## src/rtl/vector_pkg.sv

```systemverilog
// Shared definitions for the vector list sequencer: command word layout,
// opcodes, coordinate width and the sequencer state encoding.
package vector_pkg;

  localparam int COORD_W = 12;

  localparam logic [1:0] OP_JUMP = 2'b00;
  localparam logic [1:0] OP_DRAW = 2'b01;
  localparam logic [1:0] OP_END  = 2'b10;
  localparam logic [1:0] OP_NOP  = 2'b11;

  localparam int OP_MSB = 31;
  localparam int OP_LSB = 30;
  localparam int X_MSB  = 23;
  localparam int X_LSB  = 12;
  localparam int Y_MSB  = 11;
  localparam int Y_LSB  = 0;

  typedef enum logic [2:0] {
    ST_IDLE       = 3'd0,
    ST_FETCH      = 3'd1,
    ST_WAIT_DATA  = 3'd2,
    ST_DECODE     = 3'd3,
    ST_WAIT_READY = 3'd4,
    ST_SETTLE     = 3'd5,
    ST_FRAME_WAIT = 3'd6
  } state_t;

endpackage

```

## src/rtl/vector_frame_timer.sv

```systemverilog
// Saturating frame timer. Cleared at every frame start; elapsed is high once
// the minimum frame period has been served (the frame may restart next edge).
module vector_frame_timer #(
  parameter int CNT_W            = 16,
  parameter int MIN_FRAME_CYCLES = 50000
) (
  input  logic clk,
  input  logic reset,
  input  logic clear,
  output logic elapsed
);

  localparam logic [CNT_W-1:0] LIMIT = CNT_W'(MIN_FRAME_CYCLES - 1);

  logic [CNT_W-1:0] count;

  // Count every cycle, stick at all-ones instead of wrapping.
  always_ff @(posedge clk) begin
    if (reset || clear) begin
      count <= '0;
    end else if (count != '1) begin
      count <= count + 1'b1;
    end
  end

  assign elapsed = (count >= LIMIT);

endmodule

```

## src/rtl/vector_list_sequencer.sv

```systemverilog
// Frame-level display-list sequencer: walks a bank of command words in RAM,
// issues jump/draw strobes with coordinates under the controller's ready
// handshake, and repeats the list no faster than the minimum frame period.
module vector_list_sequencer
  import vector_pkg::*;
#(
  parameter int ADDR_W           = 10,
  parameter int MIN_FRAME_CYCLES = 50000,
  parameter int SETTLE_CYCLES    = 2,
  parameter int CNT_W            = 16
) (
  input  logic               clk,
  input  logic               reset,
  input  logic               enable,
  input  logic               bank_sel,
  output logic [ADDR_W:0]    mem_addr,
  output logic               mem_rd,
  input  logic [31:0]        mem_data,
  output logic [COORD_W-1:0] x,
  output logic [COORD_W-1:0] y,
  output logic               jump,
  output logic               draw,
  input  logic               ready,
  output logic               frame_done,
  output logic               active_bank,
  output logic               busy,
  output logic               overrun
);

  localparam int SET_W = (SETTLE_CYCLES < 1) ? 1 : $clog2(SETTLE_CYCLES + 1);

  state_t               state;
  // One extra bit catches the increment past the last word of the bank.
  logic [ADDR_W:0]      ptr;
  logic [1:0]           cmd_op;
  logic [COORD_W-1:0]   cmd_x;
  logic [COORD_W-1:0]   cmd_y;
  logic [SET_W-1:0]     settle_cnt;
  logic                 timer_clear;
  logic                 elapsed;
  logic                 unused_reserved;

  assign unused_reserved = ^mem_data[29:24];

  vector_frame_timer #(
    .CNT_W            (CNT_W),
    .MIN_FRAME_CYCLES (MIN_FRAME_CYCLES)
  ) u_timer (
    .clk     (clk),
    .reset   (reset),
    .clear   (timer_clear),
    .elapsed (elapsed)
  );

  assign mem_rd   = (state == ST_FETCH) && !ptr[ADDR_W];
  assign mem_addr = {active_bank, ptr[ADDR_W-1:0]};
  assign busy     = (state != ST_IDLE) && (state != ST_FRAME_WAIT);

  // Restart the frame timer on the cycle that launches a new frame.
  always_comb begin
    timer_clear = 1'b0;
    if (state == ST_IDLE && enable) begin
      timer_clear = 1'b1;
    end
    if (state == ST_FRAME_WAIT && elapsed && ready && enable) begin
      timer_clear = 1'b1;
    end
  end

  // Sequencer FSM: fetch, decode and issue commands; strobes are single-cycle.
  always_ff @(posedge clk) begin
    if (reset) begin
      state       <= ST_IDLE;
      ptr         <= '0;
      settle_cnt  <= '0;
      x           <= '0;
      y           <= '0;
      jump        <= 1'b0;
      draw        <= 1'b0;
      frame_done  <= 1'b0;
      active_bank <= 1'b0;
      overrun     <= 1'b0;
    end else begin
      jump       <= 1'b0;
      draw       <= 1'b0;
      frame_done <= 1'b0;
      case (state)
        ST_IDLE: begin
          if (enable) begin
            active_bank <= bank_sel;
            ptr         <= '0;
            state       <= ST_FETCH;
          end
        end
        ST_FETCH: begin
          if (ptr[ADDR_W]) begin
            // Ran off the end of the bank without an END: close the frame.
            overrun    <= 1'b1;
            frame_done <= 1'b1;
            ptr        <= '0;
            state      <= ST_FRAME_WAIT;
          end else begin
            state <= ST_WAIT_DATA;
          end
        end
        ST_WAIT_DATA: begin
          cmd_op <= mem_data[OP_MSB:OP_LSB];
          cmd_x  <= mem_data[X_MSB:X_LSB];
          cmd_y  <= mem_data[Y_MSB:Y_LSB];
          state  <= ST_DECODE;
        end
        ST_DECODE: begin
          case (cmd_op)
            OP_NOP: begin
              ptr   <= ptr + 1'b1;
              state <= ST_FETCH;
            end
            OP_END: begin
              frame_done <= 1'b1;
              ptr        <= '0;
              state      <= ST_FRAME_WAIT;
            end
            default: state <= ST_WAIT_READY;
          endcase
        end
        ST_WAIT_READY: begin
          if (ready) begin
            x          <= cmd_x;
            y          <= cmd_y;
            jump       <= (cmd_op == OP_JUMP);
            draw       <= (cmd_op == OP_DRAW);
            ptr        <= ptr + 1'b1;
            settle_cnt <= SET_W'(SETTLE_CYCLES);
            state      <= ST_SETTLE;
          end
        end
        ST_SETTLE: begin
          // Ready is stale while the controller reacts to the strobe.
          if (settle_cnt == '0) begin
            state <= ST_FETCH;
          end else begin
            settle_cnt <= settle_cnt - 1'b1;
          end
        end
        ST_FRAME_WAIT: begin
          ptr <= '0;
          if (elapsed && ready) begin
            if (enable) begin
              active_bank <= bank_sel;
              state       <= ST_FETCH;
            end else begin
              state <= ST_IDLE;
            end
          end
        end
        default: state <= ST_IDLE;
      endcase
    end
  end

endmodule

```

## config.mk

```make
export PLATFORM = sky130hd
export DESIGN_NAME = vector_list_sequencer
export DESIGN_NICKNAME = d
export VERILOG_FILES = /design/src/rtl/vector_pkg.sv /design/src/rtl/vector_frame_timer.sv /design/src/rtl/vector_list_sequencer.sv
export SDC_FILE = /design/constraint.sdc
export NUM_CORES = 1
export LEC_CHECK = 0
export CORE_MARGIN = 3
export CORE_UTILIZATION = 42
export CTS_CLUSTER_DIAMETER = 100
export CTS_CLUSTER_SIZE = 12
export DETAILED_ROUTE_END_ITERATION = 8
export PLACE_DENSITY = 0.68
export SYNTH_ARGS = -nofsm -noshare
export SYNTH_HDL_FRONTEND = slang
export SYNTH_SLANG_ARGS = --single-unit
```

## constraint.sdc

```tcl
create_clock -name clk -period 5.1 [get_ports clk]
set_input_delay 0.51 -clock clk [delete_from_list [all_inputs] [get_ports clk]]
set_output_delay 0.51 -clock clk [all_outputs]
set_load 0.01 [all_outputs]
```

; Yosys cells after proc, flatten, opt, wreduce, memory -nomap -nowiden
; Index checks and enable logic that the tools add are counted.
[totals]
latch_bits = 0
output_inout_bits = 42
memories = 0
input_bits = 37
romBits = 0
regBits = 87
elab_cells = 89
ramBits = 0
[classes]
muxes = 24
n_reduce_logical = 25
n_shift = 0
n_mul = 0
add_sub_neg = 3
magnitude_cmp = 1
bitwise = 3
n_eq_ne = 18
div_mod_pow = 0
[ops]
columns = op, count
row1 = 11-bit one-hot mux with 5 select lines, 1
row2 = 11-bit 2-to-1 mux, 2
row3 = 11-bit one-hot mux with 2 select lines, 1
row4 = 3-bit one-hot mux with 7 select lines, 1
row5 = "16-bit by 1-bit adder with 16-bit output, second input constant", 1
row6 = "16-bit greater-or-equal comparator, second input constant", 1
row7 = "16-bit != test, second input constant", 1
row8 = 3-bit 2-to-1 mux, 5
row9 = "11-bit by 1-bit adder with 11-bit output, second input constant", 1
row10 = 10-bit 2-to-1 mux, 1
row11 = "2-bit != test, second input constant", 5
row12 = "3-bit == test, second input constant", 3
row13 = 2-bit AND reduction, 4
row14 = 4-bit AND reduction, 2
row15 = 1-bit logical AND, 7
row16 = 1-bit 2-to-1 mux, 7
row17 = "3-bit by 2-bit == test with 1-bit output, second input constant", 2
row18 = "3-bit != test, second input constant", 2
row19 = 3-bit one-hot mux with 2 select lines, 1
row20 = 5-bit AND reduction, 1
row21 = 5-bit nonzero test, 1
row22 = "2-bit == test, second input constant", 2
row23 = 2-bit logical NOT, 2
row24 = 2-bit 2-to-1 mux, 2
row25 = 14 further kinds, 18

; Logic depth before layout (Yosys ltp)
[logic_depth]
word_depth = 6
ltp_mapped = 7
depth_no_buf = 6

; Modules after synthesis
; A second synthesis with hierarchy kept.
[unflattened]
hier_cells = 376
area_unflattened_um2 = 3678.5
[by_module_without_submodules]
columns = module, instances, area_per_inst_um2, cells_each, seq_area_each_um2
row1 = vector_list_sequencer, 1, 2876.5, 284, 1681.6
row2 = vector_frame_timer, 1, 802.0, 92, 320.3

; Worst setup path after synthesis
; No wires, ideal clock.
[synth_path]
path_kind = in2reg
startpoint = in reset
endpoint = reg cmd_op[0] (enable)
stages = 3
required_time_ns = 4.658
setup_slack_ns = 1.938
setup_time_ns = 0.442
path_buffers = 2
arrival_ns = 2.721
path_cell_list = clkbuf_1 clkbuf_1 nor3_1
[synth_via]
elab_chain_len = 2
[synth_rtl]
columns = item, line_no
row1 = from (decl), vector_list_sequencer.sv:13  ; input logic reset,
row2 = 1-bit inverter (no line), n/a
row3 = 2-bit AND reduction (no line), n/a
row4 = to (signal assigned), vector_list_sequencer.sv:107  ; cmd_op <= mem_data[OP_MSB:OP_LSB];
row5 = to (decl), vector_list_sequencer.sv:35  ; logic [1:0] cmd_op;
; No other way between the ends.
; A chain may end at the register's enable or synchronous reset.

; Worst setup path in the final report
[layout_path]
startpoint = reg state[2]
endpoint = out busy
[layout_via]
elab_chain_len = 2
elab_cells_between_ends = 3
classes_between = eq/ne (1) / reduce/logical (2)
[layout_rtl]
columns = item, line_no
row1 = from (decl), vector_list_sequencer.sv:32  ; state_t state;
row2 = from (signal assigned), vector_list_sequencer.sv:73  ; state <= ST_IDLE;
row3 = from (signal assigned), vector_list_sequencer.sv:92  ; state <= ST_FETCH;
row4 = from (signal assigned), vector_list_sequencer.sv:101  ; state <= ST_FRAME_WAIT;
row5 = 3-bit != test / 3-bit nonzero test (equally long branches), vector_list_sequencer.sv:57  ; assign busy = (state != ST_IDLE) && (state != ST_FRAME_WAIT);
row6 = 1-bit logical AND *, vector_list_sequencer.sv:57
row7 = to (decl), vector_list_sequencer.sv:26  ; output logic busy,
; Mark *: on every way between the ends. The rest lies on a longest branch, timed or not.

==> summary.md <==
| Metric | Value |
|---|---|
| Status | `finished clean` |
| Post-route setup TNS | `0 ps` |
| Cells after synthesis | `379` |
| Via count | `2797` |
| Worst Setup End Kind | `primary output` |
| Max-Cap Viols | `0` |
| Crit-path cells | `or2b_2, nand3_1, clkdlybuf4s50_1` |
| Vias per cell | `5.11` |
| Final min period | `2670 ps` |
| Share of layout cells above drive strength 1 | `7.24%` |
| Dpl hpwl | `5000 µm` |
| Main synth FF type | `dfxtp_1` |
| PwrDens | `345 nW/µm²` |
| Flop pwr share | `50.1%` |
| Worst slew pin tran | `1050 ps` |
| Switching pwr | `0.000447 W` |
| Seq/Total Area, Yosys | `54.2%` |
| Hold violation total from the final report | `0` |
| Mapped Avg Cell Area | `9.75 µm²` |
| Die X-Extent | `99.8 µm` |
| CP Class | `reg2out` |
| Critical Path AT | `2160 ps` |
| Fillers | `738` |
| Post-synth EDFFs | `26` |
| Slew Viols, Final | `0` |
| #FFs+latches synth | `87` |
| Worst skew pair latency | `340 ps` |
| Antenna cells | `0` |
| Post-CTS Hold Fix Bufs | `0` |
| CORE AREA | `8380 µm²` |
| CP startpoint kind | `register` |
| Routed WL per cell | `13.4 µm` |
| Vias in the first global route | `2542` |
| Synthesized Nets | `419` |
| Maximum vdd drop | `0.158 mV` |
| Final Cycle Share | `52.3%` |
| Req. time, crit path | `4590 ps` |
| Cell variety after synth | `56` |
| Pre-antenna DRT Iters | `4` |
| DRT iter0 DRCs | `127` |
| Comb power frac | `18.0%` |
| Global route overflow | `0` |
| Synth top area cells | `dfxtp_1 33%, edfxtp_1 21%, nand2_1 6.2%` |
| Final Hold Slack | `457 ps` |
| Largest net degree at the start of global routing | `44` |
| Mapped Area | `3690 µm²` |
| CTS Sinks | `87` |
| Die area | `9960 µm²` |
| Post-Layout Cell Count | `547` |
| Max-slew headroom | `29.7%` |
| Bufs on Longest Clock Path | `2` |
| Fin nets | `477` |
| DRT antenna net count | `0` |
| Starting Density | `44.1%` |
| Ys async rst share | `0%` |
| Postcts setup bufs | `0` |
| Leakage Power | `1.51 nW` |
| Global-route wire length before repair | `12100 µm` |
| Area share of the largest cell type after synthesis | `33.1%` |
| Initial antenna violation count | `0` |
| Gpl congestion | `0.794` |
| Post-CTS Resized | `0` |
| Yosys warns | `0` |
| Num rows | `33` |
| CTS H-Tree Depth | `3` |
| Clk_skew | `7.97 ps` |
| Sw Ratio | `28.1%` |
| Root buf cell | `clkbuf_8` |
| # placed instances | `531` |
| Internal | `0.00115 W` |
| Setup-failing EPs final | `0` |
| Critical Path Fanout Max | `17` |
| WL final | `7330 µm` |
| Area leader, netlist | `dfxtp_1` |
| CTS tree | `yes` |
| RSZ-0062 raised after global routing | `no` |
| Layout area overhead | `25.0%` |
| I/O pins | `79` |
| Drt drc | `0` |
| Critical path's largest stage delay | `740 ps` |
| Most frequent cells in the layout | `72 x clkdlybuf4s50_1, 61 x nand2_1, 61 x dfxtp_1` |
| Commonest non-fill, non-tap cell in the layout | `clkdlybuf4s50_1` |
| Max Fclk | `0.375 GHz` |
| Power share of the clock group | `31.9%` |
| HP Class | `reg2reg` |
| CTS clk-pin slew, worst paths | `90 ps` |
| Total track usage | `15.1%` |
| Die height | `99.8 µm` |
| Number of port buffers | `72` |
| Slowest CP cell | `dfxtp_1` |
| Num CTS Buffers | `9` |
[cells in the mapped netlist (3+ instances only)]
library cell and count:
edfxtp_1 26, nor2b_1 7, nand3_1 15, a21oi_1 37, ha_1 3, o21ai_0 5
and4_1 3, nand2_1 61, clkbuf_1 6, nor2_1 32, buf_2 7, buf_4 12
inv_1 11, and3_1 3, nor4_1 6, xnor2_1 8, nand4_1 6, xor2_1 8
dfxtp_1 61, nor3_1 12, or3_1 6, nand2b_1 4, a31oi_1 3
[registers in the layout (all words and copies together), names as in the netlist]
| signal | flops |
|---|---|
| overrun | 1 |
| state | 3 |
| jump | 1 |
| draw | 1 |
| cmd_op | 2 |
| y | 12 |
| cmd_y | 12 |
| u_timer.count | 16 |
| ptr | 11 |
| active_bank | 1 |
| settle_cnt | 2 |
| frame_done | 1 |
| cmd_x | 12 |
| x | 12 |
[area by class of cell]
cell class                 count  area, µm²  share of cell area, %
sequential                    87       2000                   43.4
multi-input combinational    254       1490                   32.3
timing repair buffer          74        736                   15.9
clock buffer                  11        153                   3.31
tap                          105        131                   2.85
clock inverter                 5       62.6                   1.36
inverter                      11       41.3                  0.894
[worst paths after layout]
kind / start / endpoint / slack [ps] / cells past startpoint
max: state[2] / busy / 2430 / 3
min: y[9] / y[9] / 460 / 2
max reg2reg: state[2] / settle_cnt[0] / 2790 / 4
min reg2reg: y[9] / y[9] / 460 / 2
[cell families (layout without fill, tap and decap cells)]
kind of cell / Yosys count / in the layout / share of synthesized area, %
muxes: 3 / 3 / 0.847
adders and majority gates: 3 / 3 / 1.02
xor gates and xnor gates: 16 / 16 / 3.79
AOI/OAI and AO/OA: 59 / 59 / 10.7
buffers and inverters: 38 / 101 / 5.56
DFF: 87 / 87 / 54.2
and+or+nand+nor: 173 / 173 / 23.9
[layer usage]
| layer | share of wire [%] | GRT usage [%] | routed length, µm |
|---|---|---|---|
| met5 | 0 | 0 | 0 |
| met4 | 0.94 | 4.31 | 69 |
| met3 | 7.6 | 5.98 | 556 |
| met2 | 44 | 22.5 | 3240 |
| met1 | 47 | 20.3 | 3460 |
[metrics by stage]
stage	util [%]	total power, W	worst slack (ps)	cell area (µm²)
5_1_grt	55.1	0.00168	2280	4620
6_report	55.1	0.00159	2430	4620
3_3_place_gp	52.5	0.00110	2520	4400
2_1_floorplan	-	0.000994	1940	3690
4_1_cts	55.1	0.00161	2390	4620
3_5_place_dp	52.5	0.00110	2500	4400
[critical path: cells and delay by family, from the launching register on]
family / cells / cell delay [ps]
flip-flops: 1 / 740
buffers and inverters: 1 / 550
AND/OR/NAND/NOR: 2 / 520
[power by group through the flow]
stage / combinational, W / clock [W] / sequential [W]
2_1_floorplan: 0.000197 / 0 / 0.000797
3_3_place_gp: 0.000284 / 0 / 0.000812
3_5_place_dp: 0.000290 / 0 / 0.000813
4_1_cts: 0.000291 / 0.000521 / 0.000798
5_1_grt: 0.000318 / 0.000556 / 0.000805
6_report: 0.000287 / 0.000508 / 0.000798
Note: power is estimated with default switching activity, not from simulation.
